## src/rtl/reg_file_loader_pkg.sv

```systemverilog
// Shared definitions for the register-file loader.
// Holds the FSM state encoding, well-known register indices, the stack
// pointer restore value and the default data/index widths.
package reg_file_loader_pkg;

  localparam int DEF_DATA_W = 32;
  localparam int DEF_ADDR_W = 5;

  localparam logic [4:0]  REG_ZERO = 5'd0;
  localparam logic [4:0]  REG_SP   = 5'd29;
  localparam logic [31:0] SP_RESET = 32'h00001FFF;

  typedef enum logic [1:0] {
    IDLE  = 2'd0,
    LOAD  = 2'd1,
    FLUSH = 2'd2,
    DONE  = 2'd3
  } state_t;

endpackage

```

## src/rtl/reg_file_loader.sv

```systemverilog
// Sequential register-file loader: writes one accepted input word per cycle
// into registers FIRST_REG..LAST_REG through the register file's write port.
// Ports:
//   Clock, Reset        - clock and synchronous active-high reset
//   Start, Abort        - begin a load / cancel an in-progress load
//   In_Data, In_Valid   - input word stream
//   In_Ready            - word is accepted when In_Valid & In_Ready
//   Write_Reg/Data      - register-file write index and data
//   Reg_Write           - register-file write enable
//   Busy                - load in progress (top level muxes the write port)
//   Done                - one-cycle completion pulse
//   Loaded_Count        - words written in the current or most recent load
module reg_file_loader
  import reg_file_loader_pkg::*;
#(
  parameter int DATA_W    = DEF_DATA_W,
  parameter int ADDR_W    = DEF_ADDR_W,
  parameter int FIRST_REG = 1,
  parameter int LAST_REG  = 31
) (
  input  logic              Clock,
  input  logic              Reset,
  input  logic              Start,
  input  logic              Abort,
  input  logic [DATA_W-1:0] In_Data,
  input  logic              In_Valid,
  output logic              In_Ready,
  output logic [ADDR_W-1:0] Write_Reg,
  output logic [DATA_W-1:0] Write_Data,
  output logic              Reg_Write,
  output logic              Busy,
  output logic              Done,
  output logic [ADDR_W:0]   Loaded_Count
);

  localparam logic [ADDR_W-1:0] FIRST_IDX = ADDR_W'(FIRST_REG);
  localparam logic [ADDR_W-1:0] LAST_IDX  = ADDR_W'(LAST_REG);
  localparam logic [ADDR_W-1:0] IDX_ONE   = ADDR_W'(1);
  localparam logic [ADDR_W:0]   CNT_ONE   = (ADDR_W+1)'(1);

  state_t              state_r, state_s;
  logic [ADDR_W-1:0]   index_r, index_s;
  logic                in_ready_r, in_ready_s;
  logic [ADDR_W-1:0]   write_reg_r, write_reg_s;
  logic [DATA_W-1:0]   write_data_r, write_data_s;
  logic                reg_write_r, reg_write_s;
  logic                busy_r, busy_s;
  logic                done_r, done_s;
  logic [ADDR_W:0]     count_r, count_s;

  // Next-state and next-output logic; every output is computed one cycle
  // ahead so that all outputs come straight from flops.
  always_comb begin
    state_s      = state_r;
    index_s      = index_r;
    in_ready_s   = 1'b0;
    write_reg_s  = write_reg_r;
    write_data_s = write_data_r;
    reg_write_s  = 1'b0;
    busy_s       = 1'b0;
    done_s       = 1'b0;
    count_s      = count_r;

    case (state_r)
      IDLE: begin
        if (Start) begin
          state_s    = LOAD;
          index_s    = FIRST_IDX;
          count_s    = '0;
          in_ready_s = 1'b1;
          busy_s     = 1'b1;
        end else begin
          state_s = IDLE;
        end
      end

      LOAD: begin
        // Abort wins over a beat presented in the same cycle.
        if (Abort) begin
          state_s = IDLE;
        end else begin
          in_ready_s = 1'b1;
          busy_s     = 1'b1;
          if (In_Valid && in_ready_r) begin
            write_reg_s  = index_r;
            write_data_s = In_Data;
            reg_write_s  = 1'b1;
            count_s      = count_r + CNT_ONE;
            // The last word drops In_Ready in the cycle its write appears,
            // so the index can never step past LAST_REG.
            if (index_r == LAST_IDX) begin
              state_s    = FLUSH;
              in_ready_s = 1'b0;
            end else begin
              index_s = index_r + IDX_ONE;
            end
          end else begin
            state_s = LOAD;
          end
        end
      end

      FLUSH: begin
        // The final write is on the port during this cycle.
        if (Abort) begin
          state_s = IDLE;
        end else begin
          state_s = DONE;
          done_s  = 1'b1;
        end
      end

      DONE: begin
        state_s = IDLE;
      end

      default: begin
        state_s = IDLE;
      end
    endcase
  end

  // State and output registers with synchronous reset.
  always_ff @(posedge Clock) begin
    if (Reset) begin
      state_r      <= IDLE;
      index_r      <= '0;
      in_ready_r   <= 1'b0;
      write_reg_r  <= '0;
      write_data_r <= '0;
      reg_write_r  <= 1'b0;
      busy_r       <= 1'b0;
      done_r       <= 1'b0;
      count_r      <= '0;
    end else begin
      state_r      <= state_s;
      index_r      <= index_s;
      in_ready_r   <= in_ready_s;
      write_reg_r  <= write_reg_s;
      write_data_r <= write_data_s;
      reg_write_r  <= reg_write_s;
      busy_r       <= busy_s;
      done_r       <= done_s;
      count_r      <= count_s;
    end
  end

  assign In_Ready     = in_ready_r;
  assign Write_Reg    = write_reg_r;
  assign Write_Data   = write_data_r;
  assign Reg_Write    = reg_write_r;
  assign Busy         = busy_r;
  assign Done         = done_r;
  assign Loaded_Count = count_r;

endmodule

```

## config.mk

```make
export PLATFORM = sky130hd
export DESIGN_NAME = reg_file_loader
export DESIGN_NICKNAME = d
export VERILOG_FILES = /design/src/rtl/reg_file_loader_pkg.sv /design/src/rtl/reg_file_loader.sv
export SDC_FILE = /design/constraint.sdc
export NUM_CORES = 1
export LEC_CHECK = 0
export BUFFER_PORTS_ARGS = -buffer_cell sky130_fd_sc_hd__buf_2
export CAP_MARGIN = 25
export CORE_ASPECT_RATIO = 0.8
export CORE_MARGIN = 2
export CORE_UTILIZATION = 25
export DETAILED_ROUTE_END_ITERATION = 12
export PLACE_DENSITY_LB_ADDON = 0.3
export SKIP_LAST_GASP = 1
export SLEW_MARGIN = 40
export SYNTH_ARGS = -nofsm -noshare
export SYNTH_HDL_FRONTEND = slang
export SYNTH_SLANG_ARGS = --single-unit
```

## constraint.sdc

```tcl
create_clock -name Clock -period 2.5 [get_ports Clock]
set_input_delay 0.5 -clock Clock [delete_from_list [all_inputs] [get_ports Clock]]
set_output_delay 0.5 -clock Clock [all_outputs]
set_load 0.02 [all_outputs]
```

# Word-level counts from Yosys, hierarchy flattened
# Cells that the tools add are included.
[totals]
wordCells = 54
input_bits = 37
output_inout_bits = 47
reg_bits = 54
[classes]
mux = 23
reduce_logical = 8
eq_ne = 9
bitwise_logic = 3
n_addsub = 2
[ops]
columns = ["cell", "n"]
rows = [
  ["2-to-1 mux 5 bit", 4],
  ["2-to-1 mux 6 bit", 3],
  ["one-hot mux 6 bit (2 select lines)", 1],
  ["one-hot mux 5 bit (2 select lines)", 1],
  ["2-to-1 mux 2 bit", 4],
  ["inequality test 2 bit (second input constant)", 4],
  ["one-hot mux 2 bit (4 select lines)", 1],
  ["2-to-1 mux 1 bit", 7],
  ["adder 6 x 1 -> 6 bit (second input constant)", 1],
  ["adder 5 x 1 -> 5 bit (second input constant)", 1],
  ["== test 5 bit (second input constant)", 1],
  ["AND reduction 5 bit", 1],
  ["== test 2 bit (second input constant)", 2],
  ["inequality test 4 bit (second input constant)", 1],
  ["one-hot mux 1 bit (2 select lines)", 2],
  ["AND reduction 4 bit", 1],
  ["NOT 1 bit", 3],
  ["AND reduction 3 bit", 1],
  ["OR reduction 3 bit", 1],
  ["== test 2 x 1 -> 1 bit (second input constant)", 1],
  ["logical NOT 2 bit", 1],
  ["nonzero test 2 bit", 1],
  ["OR reduction 2 bit", 1],
  ["logical AND 1 bit", 1],
]

# Longest topological paths before layout
# Gate-level depths: netlist (run 1).
[logic_depth]
word_depth = 5
depth_mapped = 7

# Least setup slack after synthesis (run 1)
# Ideal clock, no wire load.
[synth_timing]
kind = "register to register"
start = "register index_r[0]"
end = "register index_r[0]"
path_slack_ns = 0.810
synth_period_minus_slack_ns = 1.690
setup_time_ns = 0.091
path_stages_with_launch = 8
t_arrival_ns = 1.599
required_time_ns = 2.409
path_cell_list = "dfxtp_1 -> ha_1 -> and3_1 -> ha_1 -> nor3b_4 -> a21o_1 -> nor2_1 -> a311oi_1"
[synth_between]
elab_chain_cells = 5
[synth_lines]
columns = ["item", "line", "source"]
rows = [
  ["start, declared", "reg_file_loader.sv:42", "logic [ADDR_W-1:0] index_r, index_s;"],
  ["start signal, assigned", "reg_file_loader.sv:137", "index_r <= index_s;"],
  ["adder 5 x 1 -> 5 bit", "reg_file_loader.sv:95", "index_s = index_r + IDX_ONE;"],
  ["2-to-1 mux 5 bit", "reg_file_loader.sv:91", "if (index_r == LAST_IDX) begin"],
  ["2-to-1 mux 5 bit", "reg_file_loader.sv:84", "if (In_Valid && in_ready_r) begin"],
  ["2-to-1 mux 5 bit", "reg_file_loader.sv:79", "if (Abort) begin"],
  ["one-hot mux 5 bit (2 select lines)", "reg_file_loader.sv:64", "case (state_r)"],
]
# Parallel ways exist; a longest one is shown, timed or not. The select of a mux whose other input is x is not followed.
# A chain may end at the register's enable or synchronous reset.

# Worst setup path in the final report (run 1)
# Same ends and word-level chain as after synthesis.

==> results by group, run 1 <==
GRT
  – GR peak layer: met2
  – Global Route Usage Sum: 11.4%
  – Number of global-route vias before repair: 1857
  – GR Layer Usage met1: 15.1%
  – Met3 Use GR: 3.57%
  – First-pass GRT wire length: 8.74 mm
  – Total congestion overflow: 0
  – Met2 global-route usage: 18.1%
  – Largest net degree at the start of global routing: 38
  – Initial antenna violation count: 0

Min path
  – Hold_sp: In_Data[9]
  – Hold depth: 3
  – HP Class: input port to register
  – Hold path endpoint: Write_Data[9]$_SDFFE_PP0P_

STA
  – Max Fclk: 0.513 GHz
  – Setup TNS: 0 ns
  – Final Setup Violations: 0
  – Fin crit period: 1.95 ns
  – Slew Limit Headroom: 66.9%
  – RSZ-0062 raised after global routing: false
  – Slew @ Worst Pin: 0.484 ns
  – Max Slew Vio Count: 0
  – Tcrit/Tclk final: 77.9%
  – Max Clock Skew: 0.0105 ns
  – Hold Fails Final Rpt: 0
  – Final worst slack: 0.552 ns

Die
  – Ports: 84
  – Die X-Extent: 109 um
  – Die height: 87.9 um
  – Starting Density: 25.8%
  – Die area: 0.00956 mm2
  – Row count: 30
  – Core area: 0.00852 mm2

Worst setup path
  – CP Launch Type: register
  – Worst setup EP type: register
  – Setup CP Type: register to register
  – Data arrival, critical path: 2.17 ns
  – FF-to-FF path depth: 7
  – Reg2Reg Setup Slack: 0.55 ns
  – Required time worst endpoint: 2.72 ns
  – Worst r2r dst: index_r[0]$_SDFFE_PP0P_
  – RR Startpoint: index_r[0]$_SDFFE_PP0P_
  – Crit-path max FO: 5

Detailed routing
  – Via-to-Cell Ratio: 4.36
  – Routed Antenna Nets: 0
  – Initial DRT Pass Iterations: 4
  – Detailed Route WL: 5.30 mm
  – DRC violations left: 0
  – Post-DR wirelength/cell: 12.0 um
  – Via count: 1918
  – Starting DRT DRC Count: 64

Placed design
  – Dpl ws: 0.594 ns
  – Post-DP Area: 0.00264 mm2
  – Buffers on Ports: 83
  – HPWL after detailed placement: 3.72 mm
  – Placer's final routability congestion estimate: 0.798

Status
  – Status: complete, no violations

Logic synthesis
  – Synth cell types: 41
  – Mean area per synthesized cell: 8.83 um2
  – Count leader, synth: nand2_1
  – Commonest cells post-synth: nand2_1, dfxtp_1, a21oi_1, a21oi_2, nor2_1
  – Seq cells post-synth: 54
  – Synth area leader: dfxtp_1
  – Top FF cell, synth: dfxtp_1
  – Synth top area share: 49.2%
  – Synthesized Nets: 289
  – FFs w/ async S/R, synth: 0%
  – Synth top area cells: dfxtp_1, nand2_1, a21oi_1
  – Cell count after synthesis: 249
  – Synth Cell Area: 0.00220 mm2
  – EDFF count, synth: 0
  – Synth warnings: 0
  – Sequential area share after synthesis: 49.2%

Clock network
  – Clock Latency Late Sink: 0.30 ns
  – Worst-path clk slew: 0.10 ns
  – Htree depth: 2
  – CTS resizes: 0
  – CTS tree: built
  – Clk sinks: 54
  – Post-CTS Setup Bufs: 0
  – Clock buffer count from CTS: 5
  – Clk root buf: clkbuf_8
  – Hold Buf Count CTS: 0
  – Clock Path Buffers: 2

Pwr
  – Leak pwr: 0.00117 uW
  – Power per cell area: 613 mW/mm2
  – Tot Pwr: 1710 uW
  – Worst vdd ir: 0.000231 V

Cells and area
  – Share of cells above drive strength 1: 35.7%
  – Cell area after layout: 0.00278 mm2
  – Finished Core Util: 32.7%
  – ANT cells: 0
  – P&R area growth vs syn: 26.6%
  – Fin nets: 367

Run
  – Max-cap check violation count: 0
==> cell families (layout without fill, tap and decap cells) <==
family / Yosys count / in the layout / synth area share, %
AO/OA/AOI/OAI: 57 / 57 / 17.0
XOR/XNOR: 3 / 3 / 1.20
adder cells (fa/ha/maj): 3 / 3 / 1.71
buffers and inverters: 17 / 96 / 6.72
flip-flops: 54 / 54 / 49.2
multiplexers: 2 / 2 / 0.968
AND/OR/NAND/NOR: 113 / 113 / 23.2
==> per-layer routing <==
layer  vias up  wire, um
met5         -         0
met4         0        38
met3         4       357
met2        57      2300
met1       873      2610
li1        984         -
==> worst max-delay path, stage by stage (launching register included) <==
cell and delay, ns:
dfxtp_1 0.36, ha_1 0.24, and3_1 0.19, ha_1 0.25, nor3b_4 0.30, a21o_1 0.21
nor2_1 0.05, a311oi_1 0.25
==> layout make-up <==
class	count	area [um2]
clock buffer	6	82.6
clock inverter	2	60.1
fill	923	5740
inverter	1	3.75
multi-input combinational	178	970
sequential	54	1080
tap	112	140
timing repair buffer	87	445
==> state kept, by name (all words and copies together) (netlist names), 2 cells and up <==
signal,cells
index_r,5
Write_Data,32
Write_Reg,5
state_r,2
Loaded_Count,6
==> power breakdown <==
| group | switching [uW] | internal (uW) | leakage, uW |
|---|---|---|---|
| combinational | 62.5 | 44.0 | 0.000663 |
| clock | 293 | 427 | 0.0000714 |
| sequential | 9.49 | 869 | 0.000436 |
==> through the flow <==
| stage | hold WS, ns | cells |
|---|---|---|
| 2_1_floorplan | 0.449 | 249 |
| 3_3_place_gp | 0.439 | 432 |
| 3_5_place_dp | 0.447 | 432 |
| 4_1_cts | 0.407 | 440 |
| 5_1_grt | 0.411 | 440 |
| 6_report | 0.417 | 440 |
==> placed cells by master, fill, tap and decap left out, types with 2 or more instances in the layout <==
cell       instances
xnor2_1            3
buf_2             83
nor3_1             2
a21oi_2           14
a311oi_1           2
nor2_1            10
nand2b_1           3
dfxtp_1           54
clkbuf_8           6
a21oi_1           31
a21o_1             2
buf_4              4
nand3_1            6
ha_1               3
nand2_1           78
bufinv_16          2
nand4b_1           2
a31oi_1            2
==> worst max path at each step <==
stage | from | endpoint | slack, ns
finish | index_r[0]$_SDFFE_PP0P_ | index_r[0]$_SDFFE_PP0P_ | 0.55
global placement | index_r[0]$_SDFFE_PP0P_ | index_r[0]$_SDFFE_PP0P_ | 0.57
global route | index_r[0]$_SDFFE_PP0P_ | index_r[0]$_SDFFE_PP0P_ | 0.44
CTS | index_r[0]$_SDFFE_PP0P_ | index_r[0]$_SDFFE_PP0P_ | 0.54
floorplan | index_r[0]$_SDFFE_PP0P_ | index_r[0]$_SDFFE_PP0P_ | 0.81
detailed placement | index_r[0]$_SDFFE_PP0P_ | index_r[0]$_SDFFE_PP0P_ | 0.59
Power figures use the tool's default switching activity.
==> run 2: changes to the inputs <==
==> constraint.sdc (replaced) <==
create_clock -name Clock -period 2 [get_ports Clock]
set_input_delay 0.4 -clock Clock [delete_from_list [all_inputs] [get_ports Clock]]
set_output_delay 0.4 -clock Clock [all_outputs]
set_load 0.02 [all_outputs]
==> run 2 against run 1 <==
Maximum frequency is 5.3% higher. Clock power decreased by 19%. Sequential power increased by 25%.
==> results by group, run 2 (synthesis gave the netlist of run 1 again) <==
Cells and area
  – Finished Layout Cells: 440
  – Most frequent cells in the layout: buf_2, nand2_1, dfxtp_1
  – Largest register FFs: 32
  – Share of cells above drive strength 1: 35.7%
  – Fin nets: 368
  – ANT cells: 0
  – Commonest non-fill, non-tap cell in the layout: buf_2
  – P&R area growth vs syn: 24.0%
  – Cell area after layout: 0.00273 mm2

Clock network
  – Clock Path Buffers: 2
  – CTS resizes: 0
  – Htree depth: 2
  – Worst-path clk slew: 0.10 ns
  – Clk sinks: 54
  – CTS tree: built
  – Clk root buf: clkbuf_8
  – Clock Latency Late Sink: 0.30 ns
  – Post-CTS Setup Bufs: 0
  – Hold Buf Count CTS: 0
  – Clock buffer count from CTS: 5

Worst setup path
  – Worst setup EP type: register
  – FF-to-FF path depth: 7
  – Setup CP Type: register to register
  – Data arrival, critical path: 2.06 ns
  – Required time worst endpoint: 2.21 ns
  – CP Launch Type: register
  – Crit-path max FO: 5

Pwr
  – Worst vdd ir: 0.000273 V
  – Leak pwr: 0.00115 uW
  – Tot Pwr: 1820 uW
  – Power per cell area: 667 mW/mm2

Detailed routing
  – Post-DR wirelength/cell: 11.6 um
  – Via-to-Cell Ratio: 4.32
  – DRC violations left: 0
  – Initial DRT Pass Iterations: 4
  – Via count: 1901
  – Detailed Route WL: 5.11 mm
  – Starting DRT DRC Count: 72
  – Routed Antenna Nets: 0

GRT
  – Total congestion overflow: 0
  – First-pass GRT wire length: 7.91 mm
  – Initial antenna violation count: 0
  – Number of global-route vias before repair: 1650
  – Largest net degree at the start of global routing: 38
  – Global Route Usage Sum: 10.5%

Die
  – Die X-Extent: 109 um
  – Row count: 30
  – Die area: 0.00956 mm2
  – Die height: 87.9 um
  – Starting Density: 25.8%
  – Core area: 0.00852 mm2
  – Ports: 84

STA
  – Setup TNS: 0 ns
  – Max Slew Vio Count: 0
  – Final Setup Violations: 0
  – Final worst slack: 0.149 ns
  – Max Clock Skew: 0.0111 ns
  – RSZ-0062 raised after global routing: false
  – Tcrit/Tclk final: 92.5%
  – Fin crit period: 1.85 ns
  – Slew @ Worst Pin: 0.412 ns
  – Max Fclk: 0.540 GHz
  – Slew Limit Headroom: 72.5%
  – Hold Fails Final Rpt: 0

Status
  – Status: complete, no violations

Min path
  – Hold depth: 3
  – HP Class: input port to register

Run
  – Max-cap check violation count: 0

Placed design
  – Placer's final routability congestion estimate: 0.827
  – Dpl cells: 433
  – Buffers on Ports: 83
  – HPWL after detailed placement: 3.59 mm
  – Post-DP Area: 0.00265 mm2
  – Dpl ws: 0.185 ns
run 2: cell types whose count changed in the layout (fill, tap and decap cells not counted), sizes merged:
cell | before | now
clkinv | 0 | 2
buf | 87 | 88
clkbuf | 6 | 5
bufinv | 2 | 0
run 2: worst paths after layout:
check / slack [ns] / to / start
setup / recovery: 0.15 / index_r[0]$_SDFFE_PP0P_ / index_r[0]$_SDFFE_PP0P_
hold / removal: 0.33 / Write_Data[0]$_SDFFE_PP0P_ / In_Data[0]
setup reg to reg: 0.15 / index_r[0]$_SDFFE_PP0P_ / index_r[0]$_SDFFE_PP0P_
hold reg to reg: 0.46 / Write_Data[8]$_SDFFE_PP0P_ / Write_Data[8]$_SDFFE_PP0P_
run 2: where the power goes:
part | switching [uW] | total, uW | internal [uW]
registers | 10.0 | 1100 | 1090
clock network | 348 | 585 | 237
logic | 78.9 | 136 | 57.0
total | 437 | 1820 | 1380
run 2: metal layers:
metal  vias up  routed length, um  track usage [%]
li1        987                  -                -
met1       859               2620             14.7
met2        53               2140             15.5
met3         2                332             3.50
met4         0                 24             2.80
met5         -                  0                0
run 2: final cells by class:
cell class                      instances  area [um2]
Clock inverter                          2        10.0
Tap cell                              112         140
Sequential cell                        54        1080
Fill cell                             924        5790
Inverter                                1        3.75
Multi-Input combinational cell        178         970
Timing Repair Buffer                   88         453
Clock buffer                            5        68.8
run 2: worst max-delay path: stages (launching register included):
cell and delay (ns):
dfxtp_1 0.36, ha_1 0.24, and3_1 0.19, ha_1 0.23
nor3b_4 0.29, a21o_1 0.20, nor2_1 0.04, a311oi_1 0.23
run 2: per-stage QoR:
stage | util (%) | hold slack [ns]
finish | 32.0 | 0.327
global route | 32.0 | 0.313
CTS | 32.0 | 0.312
detailed placement | 31.1 | 0.444
global placement | 31.1 | 0.439
floorplan | - | 0.449
==> run 3: changes to the inputs <==
--- a/config.mk
+++ b/config.mk
@@ -11,7 +11,7 @@
 export CORE_MARGIN = 2
 export CORE_UTILIZATION = 25
 export DETAILED_ROUTE_END_ITERATION = 12
-export PLACE_DENSITY_LB_ADDON = 0.3
+export PLACE_DENSITY = 0.44
 export SKIP_LAST_GASP = 1
 export SLEW_MARGIN = 40
 export SYNTH_ARGS = -nofsm -noshare
==> run 3 against run 2 <==
Final cell count is 0.91% higher. Largest cell class unchanged. Design area grew 2.7%. Combinational power about the same. Worst setup slack improved by 0.034 ns. Wire length rose by 3.7%.
==> results by group, run 3 (synthesis gave the netlist of run 1 again) <==
Cells and area
  – Cell area after layout: 0.00280 mm2
  – Fin nets: 371
  – Share of cells above drive strength 1: 37.0%
  – Register area: 0.00108 mm2
  – Fillers: 910
  – Area occupied by multi-input gates: 972 um2
  – Most frequent cells in the layout: buf_2, nand2_1, dfxtp_1
  – Commonest non-fill, non-tap cell in the layout: buf_2
  – Largest register FFs: 32
  – P&R area growth vs syn: 27.4%
  – Finished Layout Cells: 444
  – ANT cells: 0

Clock network
  – Hold Buf Count CTS: 0
  – Clock Path Buffers: 2
  – Htree depth: 2
  – Clock Latency Late Sink: 0.30 ns
  – CTS tree: built
  – Worst-path clk slew: 0.10 ns
  – Clk root buf: clkbuf_8
  – Clock buffer count from CTS: 5
  – Clk sinks: 54

Min path
  – HP Class: input port to register

Placed design
  – Buffers on Ports: 83
  – Post-DP Area: 0.00268 mm2
  – Dpl cells: 435
  – Placer's final routability congestion estimate: 0.739
  – HPWL after detailed placement: 3.79 mm

Detailed routing
  – Starting DRT DRC Count: 64
  – Initial DRT Pass Iterations: 4
  – Post-DR wirelength/cell: 11.9 um
  – Routed Antenna Nets: 0
  – DRC violations left: 0
  – Via count: 1915
  – Via-to-Cell Ratio: 4.31
  – Detailed Route WL: 5.30 mm

STA
  – Max Clock Skew: 0.00864 ns
  – Setup TNS: 0 ns
  – Max Fclk: 0.551 GHz
  – Max Slew Vio Count: 0
  – Hold Fails Final Rpt: 0
  – Final Setup Violations: 0
  – Slew Limit Headroom: 73.6%
  – Fin crit period: 1.82 ns
  – Tcrit/Tclk final: 90.8%
  – Slew @ Worst Pin: 0.395 ns
  – RSZ-0062 raised after global routing: false

GRT
  – Initial antenna violation count: 0
  – Global Route Usage Sum: 11.5%
  – Total congestion overflow: 0
  – Number of global-route vias before repair: 1784
  – First-pass GRT wire length: 8.62 mm
  – Largest net degree at the start of global routing: 32

Die
  – Die height: 87.9 um
  – Die X-Extent: 109 um
  – Row count: 30
  – Core area: 0.00852 mm2
  – Die area: 0.00956 mm2
  – Ports: 84
  – Starting Density: 25.8%

Worst setup path
  – Data arrival, critical path: 2.03 ns
  – Worst setup EP type: register
  – Required time worst endpoint: 2.21 ns
  – Crit-path max FO: 5
  – CP Launch Type: register
  – Setup CP Type: register to register
  – Reg2Reg Setup Slack: 0.18 ns

Pwr
  – Power per cell area: 704 mW/mm2
  – Worst vdd ir: 0.000264 V
  – Leak pwr: 0.00117 uW

Status
  – Status: complete, no violations

Run
  – Max-cap check violation count: 0
## run 3: cell types whose count changed in the layout (fill, tap and decap cells not counted)
cell	previous run	this run
ha_1	3	2
bufinv_16	0	1
buf_12	0	1
clkinvlp_4	0	2
dfxtp_1	54	53
buf_4	5	7
clkinv_2	2	0
dfxtp_2	0	1
ha_2	0	1
## run 3: cell type report
cell class	instances	share of cell area [%]
Inverter	1	0.134
Sequential cell	54	38.7
Timing Repair Buffer	91	17.4
Multi-Input combinational cell	178	34.7
Clock inverter	3	1.61
Clock buffer	5	2.46
Tap cell	112	5.00
## run 3: path summary, 6_finish.rpt
| kind | depth (start not counted) | endpoint | from |
|---|---|---|---|
| min | 3 | Write_Data[18]$_SDFFE_PP0P_ | In_Data[18] |
| max reg2reg | 7 | index_r[0]$_SDFFE_PP0P_ | index_r[0]$_SDFFE_PP0P_ |
| min reg2reg | 2 | Write_Data[12]$_SDFFE_PP0P_ | Write_Data[12]$_SDFFE_PP0P_ |
| max | 7 | index_r[0]$_SDFFE_PP0P_ | index_r[0]$_SDFFE_PP0P_ |
## run 3: per-stage QoR
step                      total power [uW]  hold slack (ns)  util [%]  worst slack, ns
after floorplan                       1200            0.449         -            0.310
after global placement                1260            0.441      31.4            0.196
after detailed placement              1260            0.444      31.4            0.129
after CTS                             2020            0.304      32.7            0.109
after global routing                  2090            0.306      32.9           0.0278
final                                 1970            0.318      32.9            0.184
## run 3: timing repair
item / 4_1_cts / 5_1_grt
buffers inserted: 0 / 1
gates resized for setup: 0 / 2
setup endpoints to repair: 0 / 1
## run 3: layer usage
layer  GRT usage [%]  vias up  part of all wire [%]
met2            18.3       48                    44
li1                -      991                     -
met4            3.50        0                   1.0
met5               0        -                     0
met3            3.42        5                   6.2
met1            15.1      871                    49
## run 3: worst max-delay path, stage by stage (launching register included)
cell      delay [ns]
dfxtp_2         0.36
ha_1            0.22
and3_1          0.19
ha_2            0.20
nor3b_4         0.29
a21o_1          0.19
nor2_1          0.05
a311oi_1        0.22
## run 3: power by group
group	switching, uW	leakage [uW]	internal (uW)
sequential	10.9	0.000436	1090
combinational	79.3	0.000683	60.0
clock	362	0.0000504	373
